**config.mk**
```make
export PLATFORM = sky130hd
export DESIGN_NAME = io_timer_controller_flat
export DESIGN_NICKNAME = d
export VERILOG_FILES = /design/src/rtl/io_map_pkg.sv /design/src/rtl/io_timer_controller_if.sv /design/src/rtl/io_timer_core.sv /design/src/rtl/io_timer_controller.sv /design/src/flat_wrapper.sv
export SDC_FILE = /design/constraint.sdc
export NUM_CORES = 1
export LEC_CHECK = 0
export CORE_MARGIN = 10
export CORE_UTILIZATION = 45
export CTS_BUF_LIST = sky130_fd_sc_hd__clkbuf_4
export CTS_CLUSTER_DIAMETER = 100
export DETAILED_ROUTE_END_ITERATION = 12
export DONT_BUFFER_PORTS = 1
export PLACE_DENSITY = 0.73
export SETUP_SLACK_MARGIN = 0.05
export SLEW_MARGIN = 20
export SYNTH_ARGS = -nofsm -noshare
export SYNTH_HDL_FRONTEND = slang
export SYNTH_SLANG_ARGS = --single-unit
export TNS_END_PERCENT = 100
```
**constraint.sdc**
```tcl
create_clock -name clock -period 2.9 [get_ports clock]
set_input_delay 0.58 -clock clock [delete_from_list [all_inputs] [get_ports clock]]
set_output_delay 0.58 -clock clock [all_outputs]
set_load 0.05 [all_outputs]
```
**src/rtl/io_map_pkg.sv**
```systemverilog
// Shared IO-space constants for the LEGv8 GPIO/timer controller:
// base address byte, register offsets and bit positions.
package io_map_pkg;
    localparam logic [7:0] IO_BASE      = 8'h05;

    localparam logic [7:0] REG_CTRL     = 8'd0;
    localparam logic [7:0] REG_PRESCALE = 8'd1;
    localparam logic [7:0] REG_COMPARE  = 8'd2;
    localparam logic [7:0] REG_GPIO_OUT = 8'd3;
    localparam logic [7:0] REG_COUNT    = 8'd4;
    localparam logic [7:0] REG_STATUS   = 8'd5;
    localparam logic [7:0] REG_GPIO_IN  = 8'd6;

    localparam int CTRL_EN      = 0;
    localparam int CTRL_AR      = 1;
    localparam int CTRL_IE      = 2;
    localparam int CTRL_BITS    = 3;
    localparam int STATUS_MATCH = 0;
endpackage

```
**src/rtl/io_timer_controller_if.sv**
```systemverilog
// CPU data-memory side of the IO controller: address/strobes in,
// load data and IO-space select out.
interface io_timer_controller_if;
    logic [63:0] address;
    logic        mem_read;
    logic        mem_write;
    logic [63:0] write_data;
    logic [63:0] read_data;
    logic        io_select;

    modport master (output address, mem_read, mem_write, write_data,
                    input  read_data, io_select);
    modport slave  (input  address, mem_read, mem_write, write_data,
                    output read_data, io_select);
endinterface

```
**src/rtl/io_timer_core.sv**
```systemverilog
// Timer datapath: prescaler, 64-bit COUNT, COMPARE and the sticky match flag.
// Register writes arrive as pre-decoded strobes sharing one data bus.
module io_timer_core
    import io_map_pkg::*;
#(
    parameter int PRESCALE_WIDTH = 16
) (
    input  logic                      clock,
    input  logic                      reset,
    input  logic                      enable,
    input  logic                      auto_reload,
    input  logic                      wr_prescale,
    input  logic                      wr_compare,
    input  logic                      wr_count,
    input  logic                      wr_status,
    input  logic [63:0]               wdata,
    output logic [PRESCALE_WIDTH-1:0] prescale_o,
    output logic [63:0]               compare_o,
    output logic [63:0]               count_o,
    output logic                      match_flag_o
);
    logic [PRESCALE_WIDTH-1:0] prescale_q, prescale_d;
    logic [PRESCALE_WIDTH-1:0] psc_q, psc_d;
    logic [63:0]               compare_q, compare_d;
    logic [63:0]               count_q, count_d;
    logic                      match_q, match_d;
    logic                      tick;
    logic                      hit;

    always_comb begin
        tick       = enable && (psc_q == prescale_q);
        hit        = (count_q == compare_q);
        prescale_d = prescale_q;
        psc_d      = psc_q;
        compare_d  = compare_q;
        count_d    = count_q;
        match_d    = match_q;

        if (enable)
            psc_d = tick ? '0 : psc_q + 1'b1;
        if (tick)
            count_d = (hit && auto_reload) ? 64'd0 : count_q + 64'd1;

        // A match set in the same cycle as a software clear must stick.
        if (wr_status && wdata[STATUS_MATCH])
            match_d = 1'b0;
        if (tick && hit)
            match_d = 1'b1;

        if (wr_prescale) begin
            prescale_d = wdata[PRESCALE_WIDTH-1:0];
            psc_d      = '0;
        end
        if (wr_compare)
            compare_d = wdata;
        // CPU load of COUNT overrides the increment/reload of this tick.
        if (wr_count)
            count_d = wdata;
    end

    always_ff @(posedge clock) begin
        if (reset) begin
            prescale_q <= '0;
            psc_q      <= '0;
            compare_q  <= '0;
            count_q    <= '0;
            match_q    <= 1'b0;
        end else begin
            prescale_q <= prescale_d;
            psc_q      <= psc_d;
            compare_q  <= compare_d;
            count_q    <= count_d;
            match_q    <= match_d;
        end
    end

    assign prescale_o   = prescale_q;
    assign compare_o    = compare_q;
    assign count_o      = count_q;
    assign match_flag_o = match_q;
endmodule

```
**src/rtl/io_timer_controller.sv**
```systemverilog
// Memory-mapped GPIO/timer controller: address decode, CTRL and GPIO
// registers, input synchronizer and zero-latency load mux.
module io_timer_controller
    import io_map_pkg::*;
#(
    parameter int GPIO_WIDTH     = 8,
    parameter int PRESCALE_WIDTH = 16
) (
    input  logic                  clock,
    input  logic                  reset,
    io_timer_controller_if.slave  bus,
    input  logic [GPIO_WIDTH-1:0] gpio_in,
    output logic [GPIO_WIDTH-1:0] gpio_out,
    output logic                  timer_irq
);
    logic [7:0]                offset;
    logic                      io_sel;
    logic                      wr_en;
    logic [CTRL_BITS-1:0]      ctrl_q, ctrl_d;
    logic [GPIO_WIDTH-1:0]     gpio_q, gpio_d;
    logic [GPIO_WIDTH-1:0]     sync1_q, sync2_q;
    logic [PRESCALE_WIDTH-1:0] prescale;
    logic [63:0]               compare;
    logic [63:0]               count;
    logic                      match_flag;
    logic [63:0]               rd_mux;

    assign offset        = bus.address[7:0];
    assign io_sel        = (bus.address[63:56] == IO_BASE) && (bus.mem_read || bus.mem_write);
    assign wr_en         = io_sel && bus.mem_write;
    assign bus.io_select = io_sel;

    always_comb begin
        ctrl_d = ctrl_q;
        gpio_d = gpio_q;
        if (wr_en && offset == REG_CTRL)
            ctrl_d = bus.write_data[CTRL_BITS-1:0];
        if (wr_en && offset == REG_GPIO_OUT)
            gpio_d = bus.write_data[GPIO_WIDTH-1:0];
    end

    // sync1/sync2 form the two-flop synchronizer for the asynchronous pins.
    always_ff @(posedge clock) begin
        if (reset) begin
            ctrl_q  <= '0;
            gpio_q  <= '0;
            sync1_q <= '0;
            sync2_q <= '0;
        end else begin
            ctrl_q  <= ctrl_d;
            gpio_q  <= gpio_d;
            sync1_q <= gpio_in;
            sync2_q <= sync1_q;
        end
    end

    io_timer_core #(
        .PRESCALE_WIDTH (PRESCALE_WIDTH)
    ) u_core (
        .clock        (clock),
        .reset        (reset),
        .enable       (ctrl_q[CTRL_EN]),
        .auto_reload  (ctrl_q[CTRL_AR]),
        .wr_prescale  (wr_en && offset == REG_PRESCALE),
        .wr_compare   (wr_en && offset == REG_COMPARE),
        .wr_count     (wr_en && offset == REG_COUNT),
        .wr_status    (wr_en && offset == REG_STATUS),
        .wdata        (bus.write_data),
        .prescale_o   (prescale),
        .compare_o    (compare),
        .count_o      (count),
        .match_flag_o (match_flag)
    );

    always_comb begin
        rd_mux = '0;
        case (offset)
            REG_CTRL:     rd_mux[CTRL_BITS-1:0]      = ctrl_q;
            REG_PRESCALE: rd_mux[PRESCALE_WIDTH-1:0] = prescale;
            REG_COMPARE:  rd_mux                     = compare;
            REG_GPIO_OUT: rd_mux[GPIO_WIDTH-1:0]     = gpio_q;
            REG_COUNT:    rd_mux                     = count;
            REG_STATUS:   rd_mux[STATUS_MATCH]       = match_flag;
            REG_GPIO_IN:  rd_mux[GPIO_WIDTH-1:0]     = sync2_q;
            default:      rd_mux                     = '0;
        endcase
    end

    assign bus.read_data = (io_sel && bus.mem_read) ? rd_mux : 64'd0;
    assign gpio_out      = gpio_q;
    assign timer_irq     = match_flag && ctrl_q[CTRL_IE];
endmodule

```
**src/flat_wrapper.sv**
```systemverilog
// flat-port wrapper written by rule: the top's interface ports become plain ports
module io_timer_controller_flat import io_map_pkg::*;
#(
    parameter int GPIO_WIDTH     = 8,
    parameter int PRESCALE_WIDTH = 16
)
  (clock, reset, gpio_in, gpio_out, timer_irq, bus_address, bus_mem_read, bus_mem_write, bus_write_data, bus_read_data, bus_io_select);
  io_timer_controller_if bus_i ();
  input  logic clock;
  input  logic reset;
  input  logic [GPIO_WIDTH-1:0] gpio_in;
  output logic [GPIO_WIDTH-1:0] gpio_out;
  output logic timer_irq;
  input wire logic [$bits(bus_i.address)-1:0] bus_address;
  input wire logic [$bits(bus_i.mem_read)-1:0] bus_mem_read;
  input wire logic [$bits(bus_i.mem_write)-1:0] bus_mem_write;
  input wire logic [$bits(bus_i.write_data)-1:0] bus_write_data;
  output wire logic [$bits(bus_i.read_data)-1:0] bus_read_data;
  output wire logic [$bits(bus_i.io_select)-1:0] bus_io_select;
  assign bus_i.address = bus_address;
  assign bus_i.mem_read = bus_mem_read;
  assign bus_i.mem_write = bus_mem_write;
  assign bus_i.write_data = bus_write_data;
  assign bus_read_data = bus_i.read_data;
  assign bus_io_select = bus_i.io_select;
  io_timer_controller #(.GPIO_WIDTH(GPIO_WIDTH), .PRESCALE_WIDTH(PRESCALE_WIDTH)) u_core (.clock(clock), .reset(reset), .bus(bus_i), .gpio_in(gpio_in), .gpio_out(gpio_out), .timer_irq(timer_irq));
endmodule
```
==> out/results.ini <==
[place]
gp_congestion=1.04
dp_slack_ns=-0.174
post-dp-hpwl_um=31400
place.port_buffers=0

[critical_path]
r2r_slack_ns=0.16
end_kind=primary output
r2r_start=u_core.u_core.count_o[40]
cp-endpoint=bus_read_data[38]
path_max_fanout=16
path_class=in -> out
timing.rr.end=u_core.u_core.count_o[34]
critPathLaunchType=primary input
crit_arrival_ns=2.48
crit_required_ns=2.32
rr_worst_depth=9
critPathLaunch=bus_address[4]

[finish]
final_cell_mix=255 x nand2_1, 186 x dfxtp_1, 127 x a21oi_1
final_util_pct=61.2
nFillCells=1988
layout-drive-gt1-share_pct=24.4
finish.net_count=1715
final_common_cell=nand2_1
syn_to_final_growth_pct=34.5

[sta]
period_minus_slack_ns=3.06
worst_slew_pin_slew_ns=0.836
hold_viol=0
drv_slew=0
setup_viol=60
period_share_pct=106
rsz0062_at_grt=yes
setup_ws_ns=-0.161
slew_headroom_pct=44.1
fin_setup_tns_ns=-6.38
skew_ns=0.0377
fmax_mhz=327

[floorplan]
initial_core_util_pct=45.5
die_y_um=176
dieWidth_um=176
core_area_sq_mm=0.0242
num_rows=57
io-pin-count=214
die_area_sq_mm=0.0311

[drt]
drc=0
ant_nets=0
vias=11900
drt_pre_antenna_iters=6
routed_wl_um=44800
drt_iter0_markers=1365
wl_per_cell_um=23.4
vias_per_cell=6.25

[cts]
cts_buffer_depth=2
cts.sinks=188
cts_buffers=17
htree_levels=4
cts_tree=built
clk_latency_ns=0.63
cts-root-buf=clkbuf_4
clk_pin_slew_ns=0.18

[yosys]
synth_adder_area_share_pct=0.228
ys_ff_latch=188
ys_warn_count=0
synth_xor_xnor_area_share_pct=9.00
yosys.area_share.simple_pct=28.2
synth_seq_area_share_pct=34.2
syn_area_sq_mm=0.0110
synth_top_family_by_area=simple AND/OR/NAND/NOR gates
synth_edf_count=0
synth_cells=1483
synthMuxAreaShare_pct=1.65
synth_async_sr_flop_share_pct=0
synth_fp_nets=1625
ys_types=66
syn_avg_cell_area_sq_um=7.42
synth_flop_cell=dfxtp_1
synth_compound_area_share_pct=20.7

[global_routing]
grt_pass1_vias=11400
grt.total_usage_pct=27.5
overflow=0
grt_max_degree=151
grt_antenna_before_repair=1
grt_pass1_wl_um=67300

[run]
maxCapViolCount=0

[pwr]
vdd_ir_drop_max_mv=0.259
p_per_area_mw_per_mm2=297
leakage_nw=5.08
power_w=0.00440

[worst_hold_path]
hold_class=in -> reg

[outcome]
run_status=finished with violations
violations=negative setup slack

registers in the layout (all words and copies together), names as in the netlist:
register                    flops
u_core.sync2_q                  8
u_core.ctrl_q                   3
u_core.u_core.psc_q            16
u_core.u_core.match_flag_o      1
u_core.u_core.prescale_o       16
u_core.u_core.count_o          64
u_core.gpio_out                 8
u_core.u_core.compare_o        64
u_core.sync1_q                  8
worst min-delay path by stage:
stage | startpoint | endpoint | cells after the start
floorplan | u_core.sync1_q[0] | u_core.sync2_q[0] | 1
global placement | u_core.sync1_q[3] | u_core.sync2_q[3] | 1
detailed placement | u_core.sync1_q[6] | u_core.sync2_q[6] | 1
CTS | reset | u_core.sync1_q[2] | 1
global route | reset | u_core.ctrl_q[1] | 1
finish | bus_write_data[53] | u_core.u_core.compare_o[53] | 2
cells in the mapped netlist (14+ instances only):
| library cell | instances | area share [%] |
|---|---|---|
| nor2b_1 | 19 | 1.1 |
| dfxtp_1 | 188 | 34 |
| a21oi_1 | 140 | 6.4 |
| xor2_1 | 97 | 7.7 |
| nor3_1 | 20 | 0.91 |
| mux2i_1 | 17 | 1.5 |
| buf_2 | 33 | 1.5 |
| nand2_1 | 265 | 9.0 |
| o21ai_1 | 46 | 2.1 |
| nor4_1 | 36 | 2.0 |
| nand3_1 | 58 | 2.6 |
| clkbuf_1 | 91 | 3.1 |
| and3_1 | 18 | 1.0 |
| nor2_1 | 124 | 4.2 |
| xnor2_1 | 16 | 1.3 |
| inv_1 | 19 | 0.65 |
| nand4_1 | 34 | 1.9 |
| a22oi_1 | 81 | 5.5 |
| a211oi_1 | 25 | 1.7 |
| o21ai_0 | 14 | 0.64 |
layer usage:
metal,vias up,GRT usage (%),wire [um]
met5,-,0,0
met4,0,12.5,2060
met3,127,6.81,4860
met2,720,44.5,20900
met1,5672,34.0,16900
li1,5427,-,-
metrics by stage:
step / cell area, sq um / hold WS, ns / cells
3_3_place_gp: 13700 / 0.414 / 1846
2_1_floorplan: 11600 / 0.414 / 1483
6_report: 14800 / 0.0587 / 1910
5_1_grt: 14800 / -0.0120 / 1910
3_5_place_dp: 13700 / 0.426 / 1846
4_1_cts: 14500 / 0.000963 / 1897
worst max-delay path, cell delays in order:
cell and delay, ns:
or4_4 0.55, or3_4 0.37, nor3b_4 0.26, buf_4 0.16, buf_12 0.17, a22oi_2 0.10, nor2_4 0.13, buf_12 0.14
area by class of cell:
class,instances,area (sq um),share of cell area [%]
Clock inverter,12,91.3,0.617
Multi-Input combinational cell,1140,7470,50.5
Antenna cell,1,2.50,0.0169
Timing Repair Buffer,207,2840,19.2
Sequential cell,188,3770,25.5
Tap cell,324,405,2.74
Inverter,19,71.3,0.482
Clock buffer,19,143,0.964
cells by family (layout without fill, tap and decap cells):
family	Yosys count	count (layout)
buf+inv	155	257
xor+xnor	113	113
compound gates	367	367
other cells	0	1
simple gates	640	640
mux	18	18
fa+ha+maj	2	2
flops	188	188
repair_timing:
action,CTS,global route
gates cloned,7,3
hold buffers,0,3
setup buffers,13,7
hold endpoints to repair,0,25
gates resized for setup,63,25
endpoints found under the setup margin,61,86
pin swaps,23,29
power by group:
part           total (W)  internal, W  switching (W)
Combinational   0.000366     0.000156       0.000210
Clock            0.00137     0.000367       0.000998
Sequential       0.00267      0.00262      0.0000451
Total            0.00440      0.00315        0.00125
No activity file was read; power rests on OpenSTA's default activity.
